File: src/rtl/ccff_loader_pkg.sv
// ---------------------------------------------------------------------------
// ccff_loader_pkg
//   Shared definitions for the configuration-chain bitstream loader:
//   - ccff_state_e : loader FSM states (2-bit encoding)
//   - ccff_cnt_w() : width of a counter that must hold values 0 .. n-1,
//                    never narrower than one bit
// ---------------------------------------------------------------------------
package ccff_loader_pkg;

  typedef enum logic [1:0] {
    ST_IDLE    = 2'd0,
    ST_LOAD    = 2'd1,
    ST_RELEASE = 2'd2,
    ST_DONE    = 2'd3
  } ccff_state_e;

  // Counter width for a terminal count of n-1; a count of 1 or 2 still
  // needs a real 1-bit register, so clamp to 1.
  function automatic int unsigned ccff_cnt_w(input int unsigned n);
    if (n <= 2) begin
      return 1;
    end
    return $clog2(n);
  endfunction

endpackage : ccff_loader_pkg

File: src/rtl/ccff_release_timer.sv
// ---------------------------------------------------------------------------
// ccff_release_timer
//   Counts the cycles spent waiting between cfg_done and fabric reset release.
//   Ports:
//     clk      in  programming clock, rising edge
//     rst_n    in  asynchronous active-low reset
//     start    in  restart the count from zero on this edge
//     en       in  count this cycle (loader is in RELEASE)
//     expired  out high during the DLY-th enabled cycle after start
// ---------------------------------------------------------------------------
module ccff_release_timer
  import ccff_loader_pkg::*;
#(
  parameter int unsigned DLY = 16
) (
  input  logic clk,
  input  logic rst_n,
  input  logic start,
  input  logic en,
  output logic expired
);

  localparam int unsigned         CNT_W    = ccff_cnt_w(DLY);
  localparam logic [CNT_W-1:0]    CNT_LAST = CNT_W'(DLY - 1);

  logic [CNT_W-1:0] cnt_q;
  logic [CNT_W-1:0] cnt_d;

  always_comb begin
    cnt_d = cnt_q;
    if (start) begin
      cnt_d = '0;
    end else if (en && (cnt_q != CNT_LAST)) begin
      cnt_d = cnt_q + 1'b1;
    end
  end

  // The count is zero on the first enabled cycle, so reaching CNT_LAST
  // marks the DLY-th cycle; the owner leaves RELEASE on that edge.
  assign expired = en && (cnt_q == CNT_LAST);

  always_ff @(posedge clk or negedge rst_n) begin
    if (!rst_n) begin
      cnt_q <= '0;
    end else begin
      cnt_q <= cnt_d;
    end
  end

endmodule : ccff_release_timer

File: src/rtl/ccff_bitstream_loader.sv
// ---------------------------------------------------------------------------
// ccff_bitstream_loader
//   Shifts a streamed bitstream into the fabric configuration chains, one
//   column (one bit per chain) per valid/ready handshake. After CHAIN_LEN
//   columns it raises cfg_done and, RELEASE_DLY cycles later, releases the
//   fabric reset.
//   Ports:
//     prog_clock     in   programming clock, rising edge
//     global_resetn  in   asynchronous active-low reset
//     start          in   begin a load (honoured in IDLE/DONE only)
//     abort          in   synchronous abort back to IDLE, highest priority
//     bs_data        in   column; bit i feeds chain i
//     bs_valid       in   bs_data valid
//     bs_ready       out  column accepted this cycle when bs_valid is high
//     ccff_head      out  registered chain inputs
//     ccff_shift_en  out  chains shift on the next edge when high
//     ccff_tail      in   chain outputs (old contents shifting out)
//     tail_xor       out  running XOR of tail bits shifted out this load
//     cfg_busy       out  loading columns
//     cfg_done       out  all columns loaded (RELEASE or DONE)
//     fabric_resetn  out  fabric reset, high only in DONE
// ---------------------------------------------------------------------------
module ccff_bitstream_loader
  import ccff_loader_pkg::*;
#(
  parameter int unsigned NUM_CHAINS  = 10,
  parameter int unsigned CHAIN_LEN   = 4096,
  parameter int unsigned RELEASE_DLY = 16
) (
  input  logic                  prog_clock,
  input  logic                  global_resetn,
  input  logic                  start,
  input  logic                  abort,
  input  logic [NUM_CHAINS-1:0] bs_data,
  input  logic                  bs_valid,
  output logic                  bs_ready,
  output logic [NUM_CHAINS-1:0] ccff_head,
  output logic                  ccff_shift_en,
  input  logic [NUM_CHAINS-1:0] ccff_tail,
  output logic [NUM_CHAINS-1:0] tail_xor,
  output logic                  cfg_busy,
  output logic                  cfg_done,
  output logic                  fabric_resetn
);

  localparam int unsigned      COL_W    = ccff_cnt_w(CHAIN_LEN);
  localparam logic [COL_W-1:0] LAST_COL = COL_W'(CHAIN_LEN - 1);

  ccff_state_e           state_q,     state_d;
  logic [COL_W-1:0]      col_q,       col_d;
  logic [NUM_CHAINS-1:0] head_q,      head_d;
  logic                  shift_en_q,  shift_en_d;
  logic [NUM_CHAINS-1:0] tail_xor_q,  tail_xor_d;
  logic                  fab_rstn_q,  fab_rstn_d;

  logic accept;
  logic start_ok;
  logic last_accept;
  logic dly_expired;

  assign bs_ready    = (state_q == ST_LOAD);
  assign accept      = bs_valid && bs_ready;
  assign start_ok    = start && ((state_q == ST_IDLE) || (state_q == ST_DONE));
  // Computed without the timer output so the timer restart never depends
  // on its own expiry through the next-state logic.
  assign last_accept = accept && (col_q == LAST_COL) && !abort;

  ccff_release_timer #(
    .DLY (RELEASE_DLY)
  ) u_release_timer (
    .clk     (prog_clock),
    .rst_n   (global_resetn),
    .start   (last_accept),
    .en      (state_q == ST_RELEASE),
    .expired (dly_expired)
  );

  always_comb begin
    state_d    = state_q;
    col_d      = col_q;
    head_d     = head_q;
    shift_en_d = 1'b0;
    tail_xor_d = tail_xor_q;

    if (abort) begin
      // Pending column is dropped; head and tail_xor keep their values.
      state_d = ST_IDLE;
    end else if (start_ok) begin
      state_d    = ST_LOAD;
      col_d      = '0;
      tail_xor_d = '0;
    end else begin
      // The shift requested last cycle happens on this edge, including the
      // final column's shift during the first RELEASE cycle.
      if (shift_en_q) begin
        tail_xor_d = tail_xor_q ^ ccff_tail;
      end
      unique case (state_q)
        ST_LOAD: begin
          if (accept) begin
            head_d     = bs_data;
            shift_en_d = 1'b1;
            if (col_q == LAST_COL) begin
              state_d = ST_RELEASE;
            end else begin
              col_d = col_q + 1'b1;
            end
          end
        end
        ST_RELEASE: begin
          if (dly_expired) begin
            state_d = ST_DONE;
          end
        end
        default: ;
      endcase
    end

    fab_rstn_d = (state_d == ST_DONE);
  end

  always_ff @(posedge prog_clock or negedge global_resetn) begin
    if (!global_resetn) begin
      state_q    <= ST_IDLE;
      col_q      <= '0;
      head_q     <= '0;
      shift_en_q <= 1'b0;
      tail_xor_q <= '0;
      fab_rstn_q <= 1'b0;
    end else begin
      state_q    <= state_d;
      col_q      <= col_d;
      head_q     <= head_d;
      shift_en_q <= shift_en_d;
      tail_xor_q <= tail_xor_d;
      fab_rstn_q <= fab_rstn_d;
    end
  end

  assign ccff_head     = head_q;
  assign ccff_shift_en = shift_en_q;
  assign tail_xor      = tail_xor_q;
  assign cfg_busy      = (state_q == ST_LOAD);
  assign cfg_done      = (state_q == ST_RELEASE) || (state_q == ST_DONE);
  assign fabric_resetn = fab_rstn_q;

endmodule : ccff_bitstream_loader

File: config.mk
export PLATFORM = sky130hd
export DESIGN_NAME = ccff_bitstream_loader
export DESIGN_NICKNAME = d
export VERILOG_FILES = /design/src/rtl/ccff_loader_pkg.sv /design/src/rtl/ccff_release_timer.sv /design/src/rtl/ccff_bitstream_loader.sv
export SDC_FILE = /design/constraint.sdc
export NUM_CORES = 1
export LEC_CHECK = 0
export ABC_AREA = 1
export ABC_CLOCK_PERIOD_IN_PS = 3300
export CAP_MARGIN = 25
export CORE_AREA = 2 2 79 58
export CTS_BUF_LIST = sky130_fd_sc_hd__clkbuf_16
export DETAILED_ROUTE_END_ITERATION = 16
export DIE_AREA = 0 0 81 60
export PLACE_DENSITY = 0.83
export SLEW_MARGIN = 20
export SYNTH_ARGS = -nofsm -noshare
export SYNTH_HDL_FRONTEND = slang
export SYNTH_SLANG_ARGS = --single-unit
export TNS_END_PERCENT = 5
File: constraint.sdc
create_clock -name prog_clock -period 3.3 [get_ports prog_clock]
set_clock_uncertainty 0.1 [all_clocks]
set_input_delay 0.495 -clock prog_clock [delete_from_list [all_inputs] [get_ports prog_clock]]
set_output_delay 0.495 -clock prog_clock [all_outputs]
set_load 0.05 [all_outputs]
==> out/qor.yml <==
cts:
  clk_path_buf_depth: 2
  cts_sinks: 40
  cts_root_buffer: "clkbuf_16"
  cts_setup_buffers: 0
  cts_made_buffers: 5
  cts_resized: 0
  htreeDepth: 2
  clk-insertion-delay-late_ps: 280
  cts.clk_slew.worst_paths_ps: 60
  cts_hold_buf: 0
  tritoncts: "done"
synthesis:
  ys_seq_elements: 40
  yosys.area.top_type: "dfrtp_1"
  syn-num-nets: 298
  synth.area.top_cells: "dfrtp_1 (48%), nand2_1 (15%), inv_1 (5.0%)"
  syn_inst: 267
  synth-edff-count: 0
  synth.distinct_cells: 28
  synth_ff_type: "dfrtp_1"
  synth_top_area_share_pct: 47.9
  synth.avg_cell_area_um2: 7.83
  syn_area_um2: 2090
  ys_seq_area_share_pct: 47.9
  ys_warn_count: 0
  synth_top_cells_by_count: "nand2_1 (85), dfrtp_1 (40), inv_1 (28)"
  synthMostInstantiatedCell: "nand2_1"
  synth-async-reset-ratio_pct: 100
grt:
  grt_max_degree: 41
  grt_pass1_vias: 1839
  grt-ovfl-total: 0
  antenna_found_initial: 0
  grt_util_all_layers_pct: 21.5
  grt_pass1_wl_um: 7870
status:
  status: "finished, final reports clean"
cells_and_area:
  regArea_um2: 1000
  final_cells: 374
  num-nets-final: 349
  drive_above_1_share_pct: 5.64
  n_antenna_cell: 0
  multi_input_area_um2: 938
  fillers: 355
  area_delta_synth_final_pct: 31.7
floorplanning:
  std_cell_rows: 20
  num_io_pins: 50
  start_util_pct: 50.3
  dieWidth_um: 81
  die_h_um: 60
  coreArea_um2: 4150
  die_area_um2: 4860
run:
  maxCapViolCount: 0
worst_setup_path:
  crit_required_ps: 2700
  cp.arrival_ps: 2080
  startpoint_type: "flip-flop"
  cp-end-kind: "output port"
  criticalPathCategory: "flip-flop to output port"
  critical_path.max_fanout: 6
power_and_ir_drop:
  p_leak_uw: 0.00123
  power_density_nw_per_um2: 517
  ir_drop_mv: 0.410
route:
  via_count: 1876
  routed_wl_um: 4490
  postRouteAntennaNets: 0
  drc: 0
  drtPass1Iterations: 5
  via_per_inst: 5.02
  wl_per_cell_um: 12.0
  drtIter0Drc: 140
place:
  hpwl_um: 3280
  portBuffers: 49
  routabilityCongestion: 0.915
  preCtsSetupSlack_ps: 753
  dp_cells: 366
sta:
  fin_crit_sh_pct: 81.0
  hold_viol_final: 0
  rsz0062_at_grt: "false"
  worst_slack_ps: 628
  worst_pin_slew_ps: 891
  fmax_mhz: 374
  setup_tns_ps: 0
  setup_viol: 0
  maxSlewHeadroom_pct: 40.6
  drv_slew: 0
  fin_crit_ps: 2670
hold_path:
  hp-class: "primary input to asynchronous set/reset pin"
## registers in the layout, summed over array words and instances, names as in the netlist
| signal | cells |
|---|---|
| col_q | 12 |
| ccff_head | 10 |
| tail_xor | 10 |
| u_release_timer.cnt_q | 4 |
| state_q | 2 |
| ccff_shift_en | 1 |
| fabric_resetn | 1 |
## cells by family after synthesis
group | synth area share, %
buf+inv | 7.24
xor+xnor | 1.26
flops | 47.9
compound gates | 10.2
fa+ha+maj | 3.59
simple gates | 29.8
## final timing paths
path,end,slack (ps),startpoint,cells past startpoint
max in group asynchronous,col_q[1],2310,global_resetn,1
hold / removal,col_q[7],240,global_resetn,1
min in group prog_clock,ccff_head[5],370,ccff_head[5],2
setup / recovery,cfg_done,630,state_q[0],4
hold reg to reg,ccff_head[5],370,ccff_head[5],2
setup reg to reg,ccff_head[2],870,state_q[0],8
## layout by cell type (no fill, tap or decap), types with 6 or more instances in the layout
| cell type | count |
|---|---|
| nand2_1 | 85 |
| inv_1 | 28 |
| nand3_1 | 21 |
| dfrtp_1 | 40 |
| nor2_1 | 20 |
| o21ai_0 | 15 |
| ha_1 | 6 |
| a21oi_1 | 15 |
| clkdlybuf4s50_1 | 48 |
## report_power, final
| group | leakage (uW) | internal (uW) | total [uW] | switching [uW] |
|---|---|---|---|---|
| clock | 0.0000635 | 277 | 467 | 190 |
| combinational | 0.000647 | 128 | 378 | 250 |
| sequential | 0.000520 | 541 | 578 | 36.7 |
## per-stage QoR
stage               hold slack [ps]  utilization (%)  total power (uW)  cell area [um2]
floorplan                      99.4                -               817             2090
global placement                349             62.8               959             2610
detailed placement              364             62.8               962             2610
CTS                             265             66.3              1430             2750
global route                    309             66.3              1480             2750
finish                          239             66.3              1420             2750
## final cells by class
class / count / area share [%]
well taps: 55 / 2.50
inverters: 31 / 4.23
multi-input cells: 191 / 34.1
flip-flops and latches: 40 / 36.3
repair buffers: 49 / 17.6
clock inverters: 3 / 0.682
clock buffers: 5 / 4.54
## layer usage
layer	global-route usage (%)	vias to the layer above	share of wire [%]
met5	0	-	0
met2	34.0	60	44
met1	28.8	861	47
met4	6.78	0	0.71
li1	-	952	-
met3	6.50	3	7.3
## critical path, cell delays in order (launching register included)
cell and delay, ps:
dfrtp_1 390, inv_1 100, ha_1 290, or2_2 310
clkdlybuf4s50_1 700
(Power assumes the default switching activity.)
